$ cat src/rtl/alu_pkg.sv
// alu_pkg: shared definitions for the 4-bit ALU and its execution unit.
//   DATA_W      datapath width
//   OP_*        4-bit opcodes (0x0-0xB ALU ops, 0xC LOADI, 0xD-0xF illegal)
//   state_t     execution-unit FSM states
package alu_pkg;

    localparam int DATA_W = 4;

    localparam logic [3:0] OP_NOT   = 4'h0;
    localparam logic [3:0] OP_AND   = 4'h1;
    localparam logic [3:0] OP_NAND  = 4'h2;
    localparam logic [3:0] OP_OR    = 4'h3;
    localparam logic [3:0] OP_NOR   = 4'h4;
    localparam logic [3:0] OP_XOR   = 4'h5;
    localparam logic [3:0] OP_XNOR  = 4'h6;
    localparam logic [3:0] OP_SHIFT = 4'h7;
    localparam logic [3:0] OP_ADD   = 4'h8;
    localparam logic [3:0] OP_SUB   = 4'h9;
    localparam logic [3:0] OP_MUL   = 4'hA;
    localparam logic [3:0] OP_DIV   = 4'hB;
    localparam logic [3:0] OP_LOADI = 4'hC;

    typedef enum logic [1:0] {
        IDLE = 2'd0,
        EXEC = 2'd1,
        WB2  = 2'd2
    } state_t;

endpackage

$ cat src/rtl/alu_exec_if.sv
// alu_exec_if: instruction handshake, completion and debug-read bundle of alu_exec.
//   master: instruction source (drives in_*, rd_addr; observes in_ready, done, err, rd_data)
//   slave : alu_exec itself
interface alu_exec_if #(parameter int NREG = 4);
    import alu_pkg::*;

    localparam int AW = $clog2(NREG);

    logic                in_valid;
    logic                in_ready;
    logic [3:0]          in_op;
    logic [AW-1:0]       in_rd;
    logic [AW-1:0]       in_rs1;
    logic [AW-1:0]       in_rs2;
    logic [DATA_W-1:0]   in_imm;
    logic                done;
    logic                err;
    logic [AW-1:0]       rd_addr;
    logic [DATA_W-1:0]   rd_data;

    modport master (
        output in_valid, in_op, in_rd, in_rs1, in_rs2, in_imm, rd_addr,
        input  in_ready, done, err, rd_data
    );

    modport slave (
        input  in_valid, in_op, in_rd, in_rs1, in_rs2, in_imm, rd_addr,
        output in_ready, done, err, rd_data
    );

endinterface

$ cat src/rtl/alu.sv
// alu: combinational 4-bit ALU.
//   x, y       operands
//   opcode     operation select (OP_NOT..OP_DIV)
//   o          primary result (MUL: low nibble of product, DIV: quotient)
//   product    full 8-bit x*y
//   remainder  x % y for DIV (0 when y == 0 or not DIV)
module alu
    import alu_pkg::*;
(
    input  logic [DATA_W-1:0]   x,
    input  logic [DATA_W-1:0]   y,
    input  logic [3:0]          opcode,
    output logic [DATA_W-1:0]   o,
    output logic [2*DATA_W-1:0] product,
    output logic [DATA_W-1:0]   remainder
);

    // Full-width product, independent of opcode.
    assign product = {{DATA_W{1'b0}}, x} * {{DATA_W{1'b0}}, y};

    // Result and remainder selection by opcode.
    always_comb begin
        o         = {DATA_W{1'b0}};
        remainder = {DATA_W{1'b0}};
        case (opcode)
            OP_NOT:   o = ~x;
            OP_AND:   o = x & y;
            OP_NAND:  o = ~(x & y);
            OP_OR:    o = x | y;
            OP_NOR:   o = ~(x | y);
            OP_XOR:   o = x ^ y;
            OP_XNOR:  o = ~(x ^ y);
            // Logical left shift by the low two bits of y.
            OP_SHIFT: o = x << y[1:0];
            OP_ADD:   o = x + y;
            OP_SUB:   o = x - y;
            OP_MUL:   o = product[DATA_W-1:0];
            OP_DIV: begin
                if (y != {DATA_W{1'b0}}) begin
                    o         = x / y;
                    remainder = x % y;
                end else begin
                    o         = {DATA_W{1'b0}};
                    remainder = {DATA_W{1'b0}};
                end
            end
            default:  o = {DATA_W{1'b0}};
        endcase
    end

endmodule

$ cat src/rtl/alu_exec.sv
// alu_exec: sequential execution unit around the 4-bit alu.
//   clk  rising-edge clock
//   rst  asynchronous active-high reset
//   bus  alu_exec_if.slave: valid/ready instruction input, done/err
//        completion pulses, combinational debug read of the register file
// One instruction at a time: IDLE -> EXEC (first write) -> [WB2 (second
// write for MUL / DIV)] -> IDLE. Operands are snapshotted at accept.
module alu_exec
    import alu_pkg::*;
#(
    parameter int NREG = 4
)
(
    input  logic         clk,
    input  logic         rst,
    alu_exec_if.slave    bus
);

    localparam int AW = $clog2(NREG);

    state_t              state_r;
    logic                ready_r;
    logic                done_r;
    logic                err_r;
    logic [3:0]          op_r;
    logic [AW-1:0]       rd_r;
    logic [DATA_W-1:0]   imm_r;
    logic [DATA_W-1:0]   x_r;
    logic [DATA_W-1:0]   y_r;
    logic [DATA_W-1:0]   regs_r [NREG];

    logic [DATA_W-1:0]   alu_o_s;
    logic [2*DATA_W-1:0] alu_product_s;
    logic [DATA_W-1:0]   alu_rem_s;
    logic [AW-1:0]       rd_next_s;

    // Second destination wraps naturally because NREG is a power of two.
    assign rd_next_s = rd_r + AW'(1);

    alu u_alu (
        .x         (x_r),
        .y         (y_r),
        .opcode    (op_r),
        .o         (alu_o_s),
        .product   (alu_product_s),
        .remainder (alu_rem_s)
    );

    assign bus.in_ready = ready_r;
    assign bus.done     = done_r;
    assign bus.err      = err_r;
    assign bus.rd_data  = regs_r[bus.rd_addr];

    // Control FSM, operand snapshot and register-file writes.
    always_ff @(posedge clk or posedge rst) begin
        if (rst) begin
            state_r <= IDLE;
            ready_r <= 1'b1;
            done_r  <= 1'b0;
            err_r   <= 1'b0;
            op_r    <= 4'h0;
            rd_r    <= {AW{1'b0}};
            imm_r   <= {DATA_W{1'b0}};
            x_r     <= {DATA_W{1'b0}};
            y_r     <= {DATA_W{1'b0}};
            for (int i = 0; i < NREG; i++) begin
                regs_r[i] <= {DATA_W{1'b0}};
            end
        end else begin
            case (state_r)
                IDLE: begin
                    done_r <= 1'b0;
                    err_r  <= 1'b0;
                    if (bus.in_valid) begin
                        state_r <= EXEC;
                        ready_r <= 1'b0;
                        op_r    <= bus.in_op;
                        rd_r    <= bus.in_rd;
                        imm_r   <= bus.in_imm;
                        x_r     <= regs_r[bus.in_rs1];
                        y_r     <= regs_r[bus.in_rs2];
                    end else begin
                        state_r <= IDLE;
                    end
                end
                EXEC: begin
                    case (op_r)
                        OP_NOT, OP_AND, OP_NAND, OP_OR, OP_NOR,
                        OP_XOR, OP_XNOR, OP_SHIFT, OP_ADD, OP_SUB: begin
                            regs_r[rd_r] <= alu_o_s;
                            state_r      <= IDLE;
                            ready_r      <= 1'b1;
                            done_r       <= 1'b1;
                        end
                        OP_LOADI: begin
                            regs_r[rd_r] <= imm_r;
                            state_r      <= IDLE;
                            ready_r      <= 1'b1;
                            done_r       <= 1'b1;
                        end
                        OP_MUL: begin
                            regs_r[rd_r] <= alu_product_s[DATA_W-1:0];
                            state_r      <= WB2;
                        end
                        OP_DIV: begin
                            if (y_r != {DATA_W{1'b0}}) begin
                                regs_r[rd_r] <= alu_o_s;
                                state_r      <= WB2;
                            end else begin
                                // Divide by zero: reject without writing.
                                state_r <= IDLE;
                                ready_r <= 1'b1;
                                done_r  <= 1'b1;
                                err_r   <= 1'b1;
                            end
                        end
                        default: begin
                            // Illegal opcode: reject without writing.
                            state_r <= IDLE;
                            ready_r <= 1'b1;
                            done_r  <= 1'b1;
                            err_r   <= 1'b1;
                        end
                    endcase
                end
                WB2: begin
                    if (op_r == OP_MUL) begin
                        regs_r[rd_next_s] <= alu_product_s[2*DATA_W-1:DATA_W];
                    end else begin
                        regs_r[rd_next_s] <= alu_rem_s;
                    end
                    state_r <= IDLE;
                    ready_r <= 1'b1;
                    done_r  <= 1'b1;
                end
                default: begin
                    state_r <= IDLE;
                    ready_r <= 1'b1;
                    done_r  <= 1'b0;
                    err_r   <= 1'b0;
                end
            endcase
        end
    end

endmodule

$ cat src/flat_wrapper.sv
// flat-port wrapper written by rule: the top's interface ports become plain ports
module alu_exec_flat import alu_pkg::*;
#(
    parameter int NREG = 4
)
  (clk, rst, bus_in_valid, bus_in_op, bus_in_rd, bus_in_rs1, bus_in_rs2, bus_in_imm, bus_rd_addr, bus_in_ready, bus_done, bus_err, bus_rd_data);
  alu_exec_if #(.NREG(NREG)) bus_i ();
  input  logic clk;
  input  logic rst;
  input wire logic [$bits(bus_i.in_valid)-1:0] bus_in_valid;
  input wire logic [$bits(bus_i.in_op)-1:0] bus_in_op;
  input wire logic [$bits(bus_i.in_rd)-1:0] bus_in_rd;
  input wire logic [$bits(bus_i.in_rs1)-1:0] bus_in_rs1;
  input wire logic [$bits(bus_i.in_rs2)-1:0] bus_in_rs2;
  input wire logic [$bits(bus_i.in_imm)-1:0] bus_in_imm;
  input wire logic [$bits(bus_i.rd_addr)-1:0] bus_rd_addr;
  output wire logic [$bits(bus_i.in_ready)-1:0] bus_in_ready;
  output wire logic [$bits(bus_i.done)-1:0] bus_done;
  output wire logic [$bits(bus_i.err)-1:0] bus_err;
  output wire logic [$bits(bus_i.rd_data)-1:0] bus_rd_data;
  assign bus_i.in_valid = bus_in_valid;
  assign bus_i.in_op = bus_in_op;
  assign bus_i.in_rd = bus_in_rd;
  assign bus_i.in_rs1 = bus_in_rs1;
  assign bus_i.in_rs2 = bus_in_rs2;
  assign bus_i.in_imm = bus_in_imm;
  assign bus_i.rd_addr = bus_rd_addr;
  assign bus_in_ready = bus_i.in_ready;
  assign bus_done = bus_i.done;
  assign bus_err = bus_i.err;
  assign bus_rd_data = bus_i.rd_data;
  alu_exec #(.NREG(NREG)) u_core (.clk(clk), .rst(rst), .bus(bus_i));
endmodule
$ cat config.mk
export PLATFORM = sky130hd
export DESIGN_NAME = alu_exec_flat
export DESIGN_NICKNAME = d
export VERILOG_FILES = /design/src/rtl/alu_pkg.sv /design/src/rtl/alu_exec_if.sv /design/src/rtl/alu.sv /design/src/rtl/alu_exec.sv /design/src/flat_wrapper.sv
export SDC_FILE = /design/constraint.sdc
export NUM_CORES = 1
export LEC_CHECK = 0
export ABC_AREA = 1
export BUFFER_PORTS_ARGS = -buffer_cell sky130_fd_sc_hd__buf_2
export CAP_MARGIN = 20
export CORE_UTILIZATION = 26
export DETAILED_ROUTE_END_ITERATION = 8
export HOLD_SLACK_MARGIN = 0.1
export PLACE_DENSITY_LB_ADDON = 0.3
export SETUP_SLACK_MARGIN = 0.2
export SLEW_MARGIN = 25
export SYNTH_ARGS = -nofsm -noshare
export SYNTH_HDL_FRONTEND = slang
export SYNTH_SLANG_ARGS = --single-unit
$ cat constraint.sdc
create_clock -name clk -period 4.6 [get_ports clk]
set_input_delay 0.46 -clock clk [delete_from_list [all_inputs] [get_ports clk]]
set_output_delay 0.46 -clock clk [all_outputs]
set_load 0.03 [all_outputs]
======== Word level (Yosys, flattened, before mapping) ========
Index checks and enable logic that the tools add are counted.
storage, ports and cells
  flip-flop bits (word level) ............. 39
  output and inout port bits .............. 7
  word-level logic and storage cells ...... 110
cells by class
  reductions and logical operators ........ 13
  multiply operators ...................... 1
  order comparisons ....................... 7
  div/mod/pow operators ................... 2
  eq/ne operators ......................... 20
  add/subtract/negate cells ............... 3
  shift operators ......................... 1
  mux-type cells .......................... 37
  bitwise operators ....................... 13
operators by type and width
  kind                                                      count
  bitwise mux 16 bit                                        5
  one-hot mux 16 bit (4 select lines)                       1
  one-hot mux 4 bit (12 select lines)                       1
  two-way mux 4 bit                                         11
  two-way mux 16 bit                                        2
  one-hot mux 16 bit (2 select lines)                       1
  binary-select mux 4 bit (select 2 bit)                    3
  equality test 4 bit, second input constant                5
  demux 4 bit (select 2 bit)                                2
  equality test 4 x 3 -> 1 bit, second input constant       4
  inverter 4 bit                                            4
  greater-or-equal comparator 3 bit, second input constant  5
  inverter 2 -> 3 bit                                       5
  OR reduction 12 bit                                       1
  one-hot mux 1 bit (2 select lines)                        5
  OR reduction 10 bit                                       1
  AND reduction 3 bit                                       3
  equality test 4 x 2 -> 1 bit, second input constant       2
  multiplier 4 x 4 -> 8 bit                                 1
  one-hot mux 2 bit (2 select lines)                        2
  < comparator 3 x 1 -> 1 bit, second input constant        2
  != test 2 bit, second input constant                      3
  != test 5 x 3 -> 1 bit, second input constant             1
  adder 4 bit                                               1
  other kinds (22)                                          26

======== Depth between registers and ports, before layout ========
  depth after elaboration ................. 9
  mapped depth ............................ 36

======== Cells and area by module ========
Synthesis repeated with hierarchy kept, for this count alone.
unflattened totals
  cells, all modules ...................... 842
  area, all modules ....................... 4999.8 um^2
by module, submodules not included
  module    instances  area an instance (um^2)  cells an instance
  alu_exec  1          3246.9                   543
  alu       1          1752.9                   299

======== Worst setup path before layout ========
No wires, ideal clock.
  kind .................................... register to register
  start ................................... register u_core.y_r[0]
  end ..................................... register u_core.regs_r[12] (netlist name)
  path buffers ............................ 0
  cell stages (with the launch flop) ...... 34
  arrival ................................. 4.232 ns
  setup time .............................. 0.118 ns
  data required time ...................... 4.482 ns
  setup slack ............................. 0.250 ns
  cells stage by stage .................... dfrtp_1 > inv_1 > ha_1 > inv_1 > nand2_1 > nand3_1 > nand2_1 > nand2_1 > inv_1 > ha_1 > nand2_1 > nand3_1 > nand2_1 > inv_1 > nand2_1 > nand2_1 > inv_1 > ha_1 > nand2_1 > nand2_1 > nand2_1 > nand2_1 > nor2_1 > nand3_1 > and2_1 > ha_1 > a21oi_1 > nand3_1 > nand2_2 > nand3_1 > nand2_1 > nand2_1 > a21oi_2 > nor2_2
on the way
  word-level cells in the longest chain between the ends .. 7
  elaborated cells between the ends (all ways) .. 27
  those cells by class .................... add/sub (2); mul (1); div (2); eq/ne (1); shift (1); mux (12); bitwise (6); reduce/logical (2)
RTL lines
  element                                               RTL line                         text
  start, declared                                       alu_exec.sv:29                   logic [DATA_W-1:0] y_r;
  start signal, assigned                                alu_exec.sv:65                   y_r <= {DATA_W{1'b0}};
  start signal, assigned                                alu_exec.sv:81                   y_r <= regs_r[bus.in_rs2];
  divider 4 x 4 -> 4 bit, or another cell as far along  alu.sv:40                        o = x / y;
  two-way mux 4 bit, or another cell as far along       alu.sv:39                        if (y != {DATA_W{1'b0}}) begin
  one-hot mux 4 bit (12 select lines)                   alu.sv:25                        case (opcode)
  bitwise mux 16 bit                                    alu_exec.sv:90, alu_exec.sv:107
  two-way mux 16 bit                                    alu_exec.sv:106                  if (y_r != {DATA_W{1'b0}}) begin
  one-hot mux 16 bit (4 select lines)                   alu_exec.sv:87                   case (op_r)
  one-hot mux 16 bit (2 select lines)                   alu_exec.sv:70                   case (state_r)
  end signal, assigned by index                         alu_exec.sv:90                   regs_r[rd_r] <= alu_o_s;
  end signal, assigned by index                         alu_exec.sv:96                   regs_r[rd_r] <= imm_r;
  end signal, assigned by index                         alu_exec.sv:107                  regs_r[rd_r] <= alu_o_s;
  end, declared                                         alu_exec.sv:30                   logic [DATA_W-1:0] regs_r [NREG];
Parallel ways exist; a longest one is shown, timed or not. The select of a mux whose other input is x is not followed.
A chain may end at the register's enable or synchronous reset.

======== Worst setup path after layout ========
  start ................................... register u_core.y_r[0]
  end ..................................... register u_core.regs_r[3] (netlist name)
on the way
  word-level cells in the longest chain between the ends .. 7
  elaborated cells between the ends (all ways) .. 21
  those cells by class .................... add/sub (2); mul (1); div (2); eq/ne (1); shift (1); mux (12); reduce/logical (2)
RTL lines
  element                                                              RTL line
  divider 4 x 4 -> 4 bit / nonzero test 4 bit (equally long branches)  alu.sv:40, alu.sv:39, alu_exec.sv:106
  two-way mux 4 bit                                                    alu.sv:39
  one-hot mux 4 bit (12 select lines)                                  alu.sv:25
  bitwise mux 16 bit                                                   alu_exec.sv:90, alu_exec.sv:107
  two-way mux 16 bit                                                   alu_exec.sv:106
  one-hot mux 16 bit (4 select lines)                                  alu_exec.sv:87
  one-hot mux 16 bit (2 select lines)                                  alu_exec.sv:70
Parallel ways exist; a longest one is shown, timed or not. The select of a mux whose other input is x is not followed.

==> metrics <==
Tcrit/Tclk final 90.80%; Cells after Synth 710; warnings from Yosys 0; Largest stage delay, worst path 0.34 ns; sequential area share after synthesis 21.99%; area leader, netlist dfrtp_1; ranking of synthesized cells by area dfrtp_1 (21%), nand2_1 (21%), ha_1 (12%), inv_1 (7.9%), nor2_1 (5.0%); RSZ-0062 raised after global routing no; row count 47; vias in the first global route 4474; post-layout util about 31%; Clock Tree Root clkbuf_16; DR vias/cell 4.794; antenna cells 0; Yosys cell types 37; total congestion overflow 0; Post-CTS Hold Fix Bufs 0; placed inst area a little under 5000 sq um; Layout Cells excl Fill 964; clock skew 0.004701 ns; half-perimeter wire length after placement 10940 microns; multi-input logic area between 3000 and 4000 sq um; Crit Path Max Fanout 5; routed via count 4621; Critical Path Source Type flop; # clock sinks 39; die area 17620 sq um; FF-to-FF path depth 32; IO Count 26; synthesized area 4444 sq um; share of cells above drive strength 1 15.86%; WP depth 32; Core ar. 16640 sq um; antenna violations before repair 0; final worst slack 0.4234 ns; Worst-Skew Late Latency 0.29 ns; Min Clock Period, post-route 4.177 ns; critical path data arrival time 4.34 ns; commonest register cell after synthesis dfrtp_1; CTS tree done; first-pass GRT wire length ~23000 microns; drt drc 0; Max Fclk 0.2394 GHz; setup TNS 0 ns; worst min path class in2async; # setup viols final 0; Pwr per Cell Area approximately 560 nW/um^2; Total GRT Usage between 10% and 20%; final total power about 2.9 mW; met1 Use GR between 20% and 30%; H-tree depth 2; Initial Util 26.70%; Max transition margin around 46%; Yosys top cell area share approximately a fifth; largest net degree at the start of global routing 40; CP required around 4.8 ns; Post-synth EDFFs 0; wire per inst 14.66 microns; status finished, final reports clean; r2r setup slk roughly 0.42 ns; Final GP Congestion 0.8932; Worst path slowest cell dfrtp_1; R2R Path Start u_core.y_r[0]; CP Class reg2reg; Vert. Die Dim 132.7 microns; crit path capture type flop; nets@finish 809; final hold violations 0; Synth Area per Inst 6.260 sq um; CP top delay family simple AND/OR/NAND/NOR gates; final WL 14130 microns; number of port buffers 25; most common cell in the netlist nand2_1; Mapped Nets 776; die extent in x 132.7 microns; grt met2 use 27.63%; Reg-to-Reg End u_core.regs_r[3]; met3 global-route usage 1.533%; final instance area 5196 sq um; CP Buf/Inv Count 5; fin. max-slew vios 0; worst setup path start u_core.y_r[0]; peak supply drop 0.0002000 V; Pleak about 2.7 nW; Placed Cells 952; Worst Max-Slew Pin Slew 0.8014 ns; Detailed Route Iter0 Violations 270; clk slew on worst S/H paths approximately 0.06 ns; pre-CTS setup slack 0.06412 ns; Num CTS Buffers 5; Synth top cells by count nand2_1 (245), inv_1 (93), nor2_1 (59); Initial DRT Pass Iterations 5; synth-to-layout area growth 16.92%; maxcap violations 0; layer with the highest usage met2; Filler cells 1850; worst hold margin 0.2986 ns; CP endpoint u_core.regs_r[3]; Post-synth ARST share 100.0%; maximum clock insertion buffer count 2; Routed Antenna Nets 0; Yosys reg bits 39; register area 977.2 sq um
report_power, final:
part	switching [mW]	internal (mW)	total [mW]
Clock	0.138	0.231	0.369
Sequential	0.150	0.447	0.596
Combinational	1.21	0.737	1.94
layout make-up:
| class | instances | share of cell area [%] |
|---|---|---|
| Clock buffer | 8 | 3.010 |
| Inverter | 104 | 7.537 |
| Multi-Input combinational cell | 553 | 60.78 |
| Sequential cell | 39 | 18.81 |
| Tap cell | 220 | 5.297 |
| Timing Repair Buffer | 40 | 4.575 |
metal layers:
layer  part of all wire, %  wire length [microns]
met3                   3.0                    425
met2                    48                   6730
met1                    46                   6491
met5                     0                      0
met4                   3.4                    481
state kept, by name (all words and copies together), names as in the netlist:
name,cells
u_core.bus.done,1
u_core.bus.err,1
u_core.bus.in_ready,1
u_core.imm_r,4
u_core.op_r,4
u_core.rd_r,2
u_core.regs_r,16
u_core.state_r,2
u_core.x_r,4
u_core.y_r,4
kinds of logic (layout without fill, tap and decap cells):
group	after synthesis	count (layout)	synth area share (%)
compound gates	115	115	15.01
xor+xnor	8	8	1.576
flops	39	39	21.99
fa+ha+maj	47	47	14.25
simple gates	383	383	36.99
buf+inv	118	152	10.19
worst min path at each step:
stage / startpoint / to / slack [ns] / cells past startpoint
finish: rst / u_core.regs_r[11] / 0.30 / 3
global route: rst / u_core.rd_r[0] / 0.35 / 3
CTS: rst / u_core.regs_r[8] / 0.31 / 3
detailed placement: u_core.bus.done / u_core.bus.done / 0.46 / 2
global placement: u_core.bus.done / u_core.bus.done / 0.46 / 2
floorplan: u_core.regs_r[8] / u_core.regs_r[8] / 0.47 / 2
repair_timing:
action                                  4_1_cts  5_1_grt
endpoints found under the setup margin       16       16
buffers inserted                              0        4
resized for setup                             3       32
pin swaps                                     0       13
cell usage in the layout, fill, tap and decap left out, drive strengths merged:
cell type	synthesis	routed
and2	1	1
nand4	5	5
dfstp	1	1
nor2	71	71
a31oi	9	9
dfrtp	38	38
nand3	47	47
xnor2	4	4
inv	102	102
a22oi	16	16
nand3b	5	5
fa	6	6
o21a	1	1
nor3	3	3
clkinv	2	2
xor2	4	4
clkbuf	8	8
buf	6	40
o21ai	37	37
ha	41	41
o211ai	12	12
a21oi	39	39
nand2	251	251
a2bb2oi	1	1
tightest hold or removal path, cell delays in order:
cell   delay, ns
buf_2       0.10
inv_1       0.04
buf_4       0.44
No activity file was read; power rests on OpenSTA's default activity.
